`config.mk`:
```
export PLATFORM = sky130hd
export DESIGN_NAME = sar_search
export DESIGN_NICKNAME = d
export VERILOG_FILES = /design/src/rtl/sar_search.sv
export SDC_FILE = /design/constraint.sdc
export NUM_CORES = 1
export LEC_CHECK = 0
export CORE_MARGIN = 8
export CORE_UTILIZATION = 35
export DETAILED_ROUTE_END_ITERATION = 12
export PLACE_DENSITY = 0.66
export SETUP_SLACK_MARGIN = 0.4
export SYNTH_ARGS = -nofsm -noshare
export SYNTH_HDL_FRONTEND = slang
export SYNTH_SLANG_ARGS = --single-unit
export TNS_END_PERCENT = 10
```
`constraint.sdc`:
```
create_clock -name clk -period 1.65 [get_ports clk]
set_input_delay 0.2475 -clock clk [delete_from_list [all_inputs] [get_ports clk]]
set_output_delay 0.2475 -clock clk [all_outputs]
set_load 0.01 [all_outputs]
```
`src/rtl/sar_search.sv`:
```
// sar_search -- drives the trial operand of an external magnitude comparator
// and recovers the comparator's unknown reference value from its 1-bit result.
//
// Two search strategies, chosen per search by `mode`:
//   mode=0  binary (successive approximation), exactly WIDTH comparisons
//   mode=1  linear count-up from 0, stops on the first cmp_in=0 or at max
//
// Each trial is held for SETTLE cycles; cmp_in is sampled on the edge that
// ends the hold, and the next trial is loaded on that same edge.
//
// Ports:
//   clk     in   rising-edge clock
//   nReset  in   synchronous, active-low reset (clears all outputs)
//   start   in   request a search; accepted only while idle
//   mode    in   0 = binary, 1 = linear; latched when start is accepted
//   cmp_in  in   comparator result: 1 when reference >= trial
//   trial   out  [WIDTH-1:0] value presented to the comparator
//   busy    out  search in progress
//   done    out  one-cycle pulse; result/found/steps valid from here on
//   result  out  [WIDTH-1:0] largest trial confirmed with cmp_in=1, else 0
//   found   out  result was confirmed by a cmp_in=1 sample
//   steps   out  [WIDTH:0] comparisons performed in the last search
module sar_search #(
  parameter int WIDTH  = 8,
  parameter int SETTLE = 1
) (
  input  logic             clk,
  input  logic             nReset,
  input  logic             start,
  input  logic             mode,
  input  logic             cmp_in,
  output logic [WIDTH-1:0] trial,
  output logic             busy,
  output logic             done,
  output logic [WIDTH-1:0] result,
  output logic             found,
  output logic [WIDTH:0]   steps
);

  typedef enum logic [1:0] {IDLE, RUN, FIN} state_t;

  localparam logic [3:0]       SETTLE_LAST = 4'(SETTLE - 1);
  localparam logic [WIDTH-1:0] TOP_BIT     = {1'b1, {(WIDTH-1){1'b0}}};
  localparam logic [WIDTH-1:0] MAX_VAL     = '1;
  localparam logic [WIDTH-1:0] ONE_W       = WIDTH'(1);
  localparam logic [WIDTH:0]   ONE_S       = (WIDTH+1)'(1);

  state_t           state, state_nxt;
  logic [WIDTH-1:0] trial_nxt, result_nxt;
  logic [WIDTH-1:0] mask, mask_nxt;     // one-hot: bit under test in binary mode
  logic [WIDTH:0]   steps_nxt;
  logic [3:0]       cnt, cnt_nxt;       // cycles the current trial has been held
  logic             found_nxt;
  logic             mode_q, mode_nxt;
  logic [WIDTH-1:0] decided;

  // Binary decision for the bit under test: keep it when the reference is
  // at least the trial, otherwise drop it. Bits above are already settled.
  function automatic logic [WIDTH-1:0] bin_decide(input logic [WIDTH-1:0] t,
                                                  input logic [WIDTH-1:0] m,
                                                  input logic             c);
    return c ? t : (t & ~m);
  endfunction

  assign decided = bin_decide(trial, mask, cmp_in);
  assign busy    = (state == RUN);
  assign done    = (state == FIN);

  // State and datapath registers
  always_ff @(posedge clk) begin
    if (!nReset) begin
      state  <= IDLE;
      trial  <= '0;
      result <= '0;
      found  <= 1'b0;
      steps  <= '0;
      cnt    <= '0;
      mask   <= '0;
      mode_q <= 1'b0;
    end else begin
      state  <= state_nxt;
      trial  <= trial_nxt;
      result <= result_nxt;
      found  <= found_nxt;
      steps  <= steps_nxt;
      cnt    <= cnt_nxt;
      mask   <= mask_nxt;
      mode_q <= mode_nxt;
    end
  end

  // Next-state and datapath update
  always_comb begin
    state_nxt  = state;
    trial_nxt  = trial;
    result_nxt = result;
    found_nxt  = found;
    steps_nxt  = steps;
    cnt_nxt    = cnt;
    mask_nxt   = mask;
    mode_nxt   = mode_q;

    case (state)
      IDLE: begin
        if (start) begin
          state_nxt  = RUN;
          mode_nxt   = mode;
          steps_nxt  = '0;
          result_nxt = '0;
          found_nxt  = 1'b0;
          cnt_nxt    = '0;
          mask_nxt   = TOP_BIT;
          trial_nxt  = mode ? '0 : TOP_BIT;
        end
      end

      RUN: begin
        if (cnt != SETTLE_LAST) begin
          cnt_nxt = cnt + 4'd1;
        end else begin
          // Sample edge: consume cmp_in and move straight to the next trial.
          cnt_nxt   = '0;
          steps_nxt = steps + ONE_S;
          if (!mode_q) begin
            found_nxt = found | cmp_in;
            if (mask[0]) begin
              result_nxt = decided;
              state_nxt  = FIN;
            end else begin
              mask_nxt  = mask >> 1;
              trial_nxt = decided | (mask >> 1);
            end
          end else begin
            if (cmp_in) begin
              if (trial == MAX_VAL) begin
                // No wrap: the reference is the top of the range.
                result_nxt = trial;
                found_nxt  = 1'b1;
                state_nxt  = FIN;
              end else begin
                trial_nxt = trial + ONE_W;
              end
            end else begin
              // First failing trial ends the search; the previous trial was
              // the last one confirmed, unless there was none.
              result_nxt = (trial != '0) ? (trial - ONE_W) : '0;
              found_nxt  = (trial != '0);
              state_nxt  = FIN;
            end
          end
        end
      end

      FIN: begin
        state_nxt = IDLE;
      end

      default: begin
        state_nxt = IDLE;
      end
    endcase
  end

endmodule

```
==> run metrics, run 1 <==
status=complete, but fails checks; failing checks=negative setup slack; post-synthesis sequential area ratio=0.351; Pre-Repair DR Iteration Count=4; R2R cell count=8; Final Hold Fails=0; final core utilization=0.537; Pint=1840 µW; residual DRC count=0; Inserted Clock Buffers=5; # IOs=33; VDD IR-drop max=317 µV; Main synth FF type=dfxtp_1; Crit. End Element=flip-flop; Max Cap Viol=0; total gr overflow=0; Routed Antenna Nets=0; final wirelength=7730 µm; hold_buf cts=0; Sw Pwr=918 µW; synth-to-layout area growth=52.5%; Comb power frac=0.343; initial antenna violation count=0; Avg Cell Area, Syn=8.01 µm²; min Tclk post-route=1.81 ns; Tcrit/Tclk final=1.10; Die H=97.8 µm; Setup crit start=trial[0]$_SDFFE_PN0P_; peak fanout along the critical path=6; Arr. time, crit path=2.00 ns; PortBufs=32; Max Slew Vio Count=0; pin slew with the least headroom to its limit=0.411 ns; Post-Synthesis Cells=292; Synth Net Count=303; Core Region=0.00664 mm²; Skew-Pair Late Insertion Delay=0.29 ns; area of the die=0.00956 mm²; critical path type=flip-flop to flip-flop; fin nets=397; Tot GR Track Use=0.156; RSZ-0062 raised after global routing=yes; Final GP Congestion=0.944; pre-CTS setup slack=-0.339 ns; initial DRC count=118; die width=97.8 µm; row cnt=30; first-pass GRT wire length=12,300 µm; vias in the first global route=2,563; Lkg Pwr=0.00149 µW; CTS tree=built; worst min-delay path class=flip-flop to flip-flop; number of clock sinks=41; Initial Util=0.352; H-tree depth=2; clk slew on worst S/H paths=0.08 ns; r2r startpoint=trial[0]$_SDFFE_PN0P_; pin count of the biggest net entering global routing=24; #FFs+latches synth=41; setup violators final=17; share of cells above drive strength 1=0.382; Placed Area=0.00315 mm²; warnings from Yosys=0; hold path start=result[2]$_SDFFE_PN0P_; vias=2,590; setup TNS=-1.69 ns; power share of the sequential group=0.384; Clock Power Share=0.272; Reg2Reg Capture Point=result[1]$_SDFFE_PN0P_; Worst setup SP type=flip-flop; total power divided by cell area=774 mW/mm²; hold path depth=2; Post-synth EDFFs=0; final setup margin=-0.162 ns; drt wl/cell=16.5 µm; vias per cell=5.55; Total Power=2760 µW; WHS Endpoint=result[2]$_SDFFE_PN0P_; Worst slew margin=0.723; clock skew=0.00391 ns; Distinct cells, synth=60; Final Cell Area=0.00357 mm²; Root Buffer=clkbuf_8; r2r setup slk=-0.16 ns; Post-Syn Area=0.00234 mm²; Required @ worst endpoint=1.84 ns; # diodes=0; CTS Buffer Depth=2; ys async rst share=0; Achievable Freq=552 MHz; Post-DP HPWL=5490 µm; fillcell total=589; Net Sw Frac=0.332
[placed cells by master (no fill, tap or decap), types with 3 or more instances in the layout]
| cell type | count |
|---|---|
| o21ai_1 | 3 |
| clkbuf_8 | 7 |
| nand4_1 | 8 |
| nand3_1 | 17 |
| nand2b_1 | 3 |
| dfxtp_2 | 6 |
| a31oi_1 | 3 |
| inv_2 | 3 |
| clkdlybuf4s50_1 | 6 |
| a22oi_1 | 8 |
| buf_2 | 5 |
| nor2_1 | 34 |
| ha_4 | 3 |
| buf_6 | 8 |
| nor3_1 | 3 |
| o21ai_0 | 12 |
| a21oi_1 | 17 |
| nand2_1 | 27 |
| buf_4 | 64 |
| a21o_1 | 3 |
| a21oi_2 | 4 |
| o31ai_1 | 3 |
| dfxtp_1 | 29 |
| xor2_1 | 10 |
| inv_4 | 3 |
| dfxtp_4 | 6 |
| dlygate4sd2_1 | 17 |
| inv_1 | 7 |
| o21ai_2 | 3 |
[cell families after synthesis]
| group | count (synthesis) | share of synthesized area |
|---|---|---|
| compound gates | 85 | 0.256 |
| fa+ha+maj | 6 | 0.0321 |
| mux | 3 | 0.0139 |
| flops | 41 | 0.351 |
| simple gates | 113 | 0.239 |
| buf+inv | 33 | 0.0668 |
| xor+xnor | 11 | 0.0412 |
[critical path, cell delays in order (launching register included)]
cell	delay (ns)
dfxtp_4	0.39
inv_4	0.08
ha_4	0.13
or4b_4	0.49
nor2_4	0.24
o41ai_2	0.12
buf_4	0.15
nand2_1	0.06
a21oi_1	0.06
[timing repair]
item	in CTS	in global routing
endpoints found under the setup margin	66	52
endpoints found under the hold margin	0	0
resized for setup	84	35
cloned	0	1
setup buffers	8	5
pin swaps	12	19
[power by group through the flow]
stage               clock network, µW  logic [µW]  registers (µW)
floorplan                           0         438            1080
global placement                    0         768            1080
detailed placement                  0         769            1080
CTS                               770         861            1060
global route                      816        1020            1070
finish                            752         949            1060
[worst max path at each step]
stage	endpoint	slack, ns	depth (start not counted)
final	result[1]$_SDFFE_PN0P_	-0.16	8
after CTS	result[5]$_SDFFE_PN0P_	-0.14	7
after global placement	result[7]$_SDFFE_PN0P_	-0.32	6
after global routing	result[5]$_SDFFE_PN0P_	-0.22	7
after detailed placement	result[7]$_SDFFE_PN0P_	-0.34	6
after floorplan	trial[3]$_SDFFE_PN0P_	-0.07	6
[routing by layer]
layer | wire (µm) | global-route usage | vias to the layer above
met4 | 213 | 0.0839 | 0
met1 | 3240 | 0.171 | 1258
met5 | 0 | 0 | -
met3 | 343 | 0.0356 | 17
li1 | - | - | 1248
met2 | 3930 | 0.275 | 67
[registers in the layout (all words and copies together), names as in the netlist]
| signal | cells |
|---|---|
| cnt | 4 |
| found | 1 |
| mask | 8 |
| mode_q | 1 |
| result | 8 |
| state | 2 |
| steps | 9 |
| trial | 8 |
[through the flow]
step           hold slack [ns]  instances
4_1_cts                  0.463        461
3_5_place_dp             0.456        445
3_3_place_gp             0.447        445
6_report                 0.455        467
2_1_floorplan            0.384        292
5_1_grt                  0.479        467
[cell type report]
cell class	count	area (µm²)	share of cell area
Timing Repair Buffer	105	872	0.244
Inverter	14	60.1	0.0168
Clock buffer	7	96.3	0.0270
Sequential cell	41	851	0.239
Clock inverter	1	8.76	0.00246
Multi-Input combinational cell	219	1580	0.443
Tap cell	80	100	0.0281
[cells in the mapped netlist (all sizes together), types with 2 or more instances]
cell | n | area, µm²
o31ai | 6 | 63.8
nor3 | 5 | 30.0
a22oi | 8 | 60.1
o221ai | 2 | 17.5
buf | 12 | 77.6
a21oi | 22 | 121
o41ai | 3 | 26.3
xor2 | 10 | 87.6
a21o | 3 | 22.5
clkbuf | 7 | 26.3
o21ai | 18 | 93.8
inv | 13 | 48.8
a41oi | 2 | 17.5
o2111ai | 3 | 26.3
a31oi | 4 | 25.0
nor2 | 36 | 143
nor2b | 2 | 12.5
nand3 | 19 | 100
nand2 | 28 | 105
and3 | 3 | 18.8
o311ai | 4 | 35.0
nand4 | 8 | 50.1
ha | 6 | 75.1
nand2b | 3 | 18.8
dfxtp | 41 | 821
mux2 | 2 | 22.5
No activity file was read; power rests on OpenSTA's default activity.
==> run 2, diff against run 1 <==
--- a/config.mk
+++ b/config.mk
@@ -5,6 +5,7 @@
 export SDC_FILE = /design/constraint.sdc
 export NUM_CORES = 1
 export LEC_CHECK = 0
+export ABC_AREA = 1
 export CORE_MARGIN = 8
 export CORE_UTILIZATION = 35
 export DETAILED_ROUTE_END_ITERATION = 12
==> run metrics, run 2 <==
Post-Syn Area=0.00247 mm² (+5.7%); total power divided by cell area=1290 mW/mm² (+66%); critical path type=flip-flop to flip-flop; Inserted Clock Buffers=5 (unchanged); pin slew with the least headroom to its limit=0.390 ns (-0.0212 ns); setup violators final=0 (-17); Worst slew margin=0.740 (+0.0163); Placed Area=0.00311 mm² (-1.2%); Final GP Congestion=1.01 (+6.6%); CP cell instances=inv_2 > ha_4 > nand2_4 > nor2_4 > nor2_4 > nor2_4 > buf_6 > nand2_4 > nor2_4 > nand3_2 > nand2_1 > nand2_1 > nor2_1; clk slew on worst S/H paths=0.09 ns (about the same); Lkg Pwr=0.00180 µW (+21%); Root Buffer=clkbuf_8; H-tree depth=2 (unchanged); initial antenna violation count=0 (unchanged); residual DRC count=0 (unchanged); # IOs=33 (unchanged); Crit path buffers/inverters=2 (unchanged); PortBufs=32 (unchanged); Pre-Repair DR Iteration Count=4 (unchanged); total gr overflow=0 (unchanged); hold_buf cts=0 (unchanged); vias in the first global route=2,555 (-0.31%); Net Sw Frac=0.412 (+0.0793); most frequent cells in the layout=nand2_1, buf_4, nor2_1, inv_1; final core utilization=0.529 (-0.00834); post-synthesis sequential area ratio=0.332 (-0.0188); Largest register FFs=9 (unchanged); Total Power=4650 µW (+68%); share of cells above drive strength 1=0.323 (-0.0590); Required @ worst endpoint=1.90 ns (+0.06 ns); first-pass GRT wire length=12,000 µm (-2.2%); Skew-Pair Late Insertion Delay=0.30 ns (about the same); warnings from Yosys=0 (unchanged); setup TNS=0 ns (+1.69 ns); Final Hold Fails=0 (unchanged); main area contributors after synthesis=dfxtp_1, nand2_1, nor2_1; Most flops, register=steps; r2r startpoint=cnt[0]$_SDFFE_PN0P_; synth-to-layout area growth=46.1%; ys async rst share=0 (unchanged); # diodes=0 (unchanged); CTS tree=built; Max Slew Vio Count=0 (unchanged); drt wl/cell=13.4 µm (-19%); R2R cell count=13 (+5); Tot GR Track Use=0.148 (-0.00879); Routed Antenna Nets=0 (unchanged); WHS Endpoint=result[4]$_SDFFE_PN0P_; min Tclk post-route=1.57 ns (-0.238 ns); Post-Synthesis Cells=360 (+23%); Post-synth EDFFs=0 (unchanged); Main synth FF type=dfxtp_1; Arr. time, crit path=1.82 ns (-0.18 ns); Synth top area share=0.332 (-0.0188); Worst setup SP type=flip-flop; Clock Power Share=0.202 (-0.070); #FFs+latches synth=41 (unchanged); Avg Cell Area, Syn=6.87 µm² (-14%); Synth Net Count=371 (+22%); Largest stage delay, worst path=0.33 ns (-0.16 ns); Reg2Reg Capture Point=steps[7]$_SDFFE_PN0P_; Final Cell Area=0.00361 mm² (+1.2%); most used cell, CP=nor2_4; Core Region=0.00683 mm² (+2.8%); hold path start=result[4]$_SDFFE_PN0P_; Non-Filler Instances=535 (+15%); Distinct cells, synth=39 (-35%); commonest non-fill, non-tap cell in the layout=nand2_1; delay-heaviest family, CP=simple AND/OR/NAND/NOR gates; area of the die=0.0100 mm² (+4.7%); Synth area leader=dfxtp_1; power share of the sequential group=0.284 (-0.100); row cnt=30 (unchanged); Sw Pwr=1910 µW (+110%); VDD IR-drop max=497 µV (+57%); Comb power frac=0.514 (+0.171); vias per cell=4.91 (-11%); RSZ-0062 raised after global routing=yes; r2r setup slk=0.08 ns (+0.24 ns); Max Cap Viol=0 (unchanged); placed instance count=506 (+14%); clock skew=0.00845 ns (+0.00454 ns); worst min-delay path class=flip-flop to flip-flop; CTS Buffer Depth=2 (unchanged); Synth top cells by count=nand2_1, nor2_1, dfxtp_1; Post-DP HPWL=5060 µm (-7.8%); peak fanout along the critical path=5 (-1); vias=2,626 (+1.4%); most common cell in the netlist=nand2_1; Achievable Freq=635 MHz (+15%); fillcell total=674 (+14%); fin nets=449 (+13%); critical path's slowest cell=dfxtp_2; Pint=2730 µW (+48%); pin count of the biggest net entering global routing=16 (-33%); initial DRC count=143 (+21%); Crit. End Element=flip-flop; Initial Util=0.362 (+0.00974); status=finished clean; final wirelength=7150 µm (-7.5%); Tcrit/Tclk final=0.954 (-0.144); number of clock sinks=41 (unchanged); hold path depth=2 (unchanged); Die H=100 µm (+2.3%); die width=100 µm (+2.3%)
==> run 2: area by class of cell <==
| class | count | area [µm²] | share of cell area |
|---|---|---|---|
| clock buffers | 6 | 93.8 | 0.0260 |
| inverters | 40 | 165 | 0.0457 |
| clock inverters | 2 | 38.8 | 0.0107 |
| flip-flops and latches | 41 | 852 | 0.236 |
| multi-input cells | 266 | 1570 | 0.436 |
| repair buffers | 84 | 767 | 0.212 |
| well taps | 96 | 120 | 0.0333 |
==> run 2: what timing repair did <==
action / CTS / global route
setup endpoints to repair: 66 / 67
resized for setup: 44 / 56
buffers inserted: 15 / 6
pin swaps: 13 / 16
==> run 2: logic make-up (layout without fill, tap and decap cells) <==
family	after synthesis	after routing	share of synthesized area
buffers and inverters	53	132	0.0967
adder cells (fa/ha/maj)	6	6	0.0304
AO/OA/AOI/OAI	77	77	0.172
AND/OR/NAND/NOR	178	178	0.352
flip-flops	41	41	0.332
XOR/XNOR	5	5	0.0177
==> run 2: tightest hold or removal path, cell delays in order, from the launching register on <==
cell and delay, ns:
dfxtp_1 0.32, nand2_1 0.06, a21oi_1 0.05
==> run 2: worst max-delay path by stage <==
stage                        start  cells after the start                endpoint
6_report       cnt[0]$_SDFFE_PN0P_                     13   steps[7]$_SDFFE_PN0P_
5_1_grt        cnt[0]$_SDFFE_PN0P_                     13   steps[7]$_SDFFE_PN0P_
4_1_cts        cnt[0]$_SDFFE_PN0P_                      9   trial[6]$_SDFFE_PN0P_
3_5_place_dp                 start                      8  result[2]$_SDFFE_PN0P_
3_3_place_gp                 start                      8  result[2]$_SDFFE_PN0P_
2_1_floorplan  cnt[1]$_SDFFE_PN0P_                     12   steps[6]$_SDFFE_PN0P_
==> run 2: layer usage <==
metal | GRT usage | vias up | wire length [µm]
li1 | - | 1336 | -
met1 | 0.182 | 1208 | 3160
met2 | 0.245 | 75 | 3410
met3 | 0.0325 | 7 | 474
met4 | 0.0558 | 0 | 101
met5 | 0 | - | 0
==> run 2: power groups by stage <==
stage	Combinational, µW	Clock [µW]	Sequential, µW
CTS	2240	959	1320
detailed placement	2010	0	1330
finish	2390	939	1320
floorplan	1230	0	1340
global placement	2010	0	1330
global route	2620	1010	1340
==> run 2: through the flow <==
stage	hold WS, ns	worst slack [ns]
2_1_floorplan	0.376	0.156
6_report	0.468	0.0762
4_1_cts	0.476	0.0739
3_3_place_gp	0.461	-0.102
3_5_place_dp	0.460	-0.152
5_1_grt	0.483	-0.0641
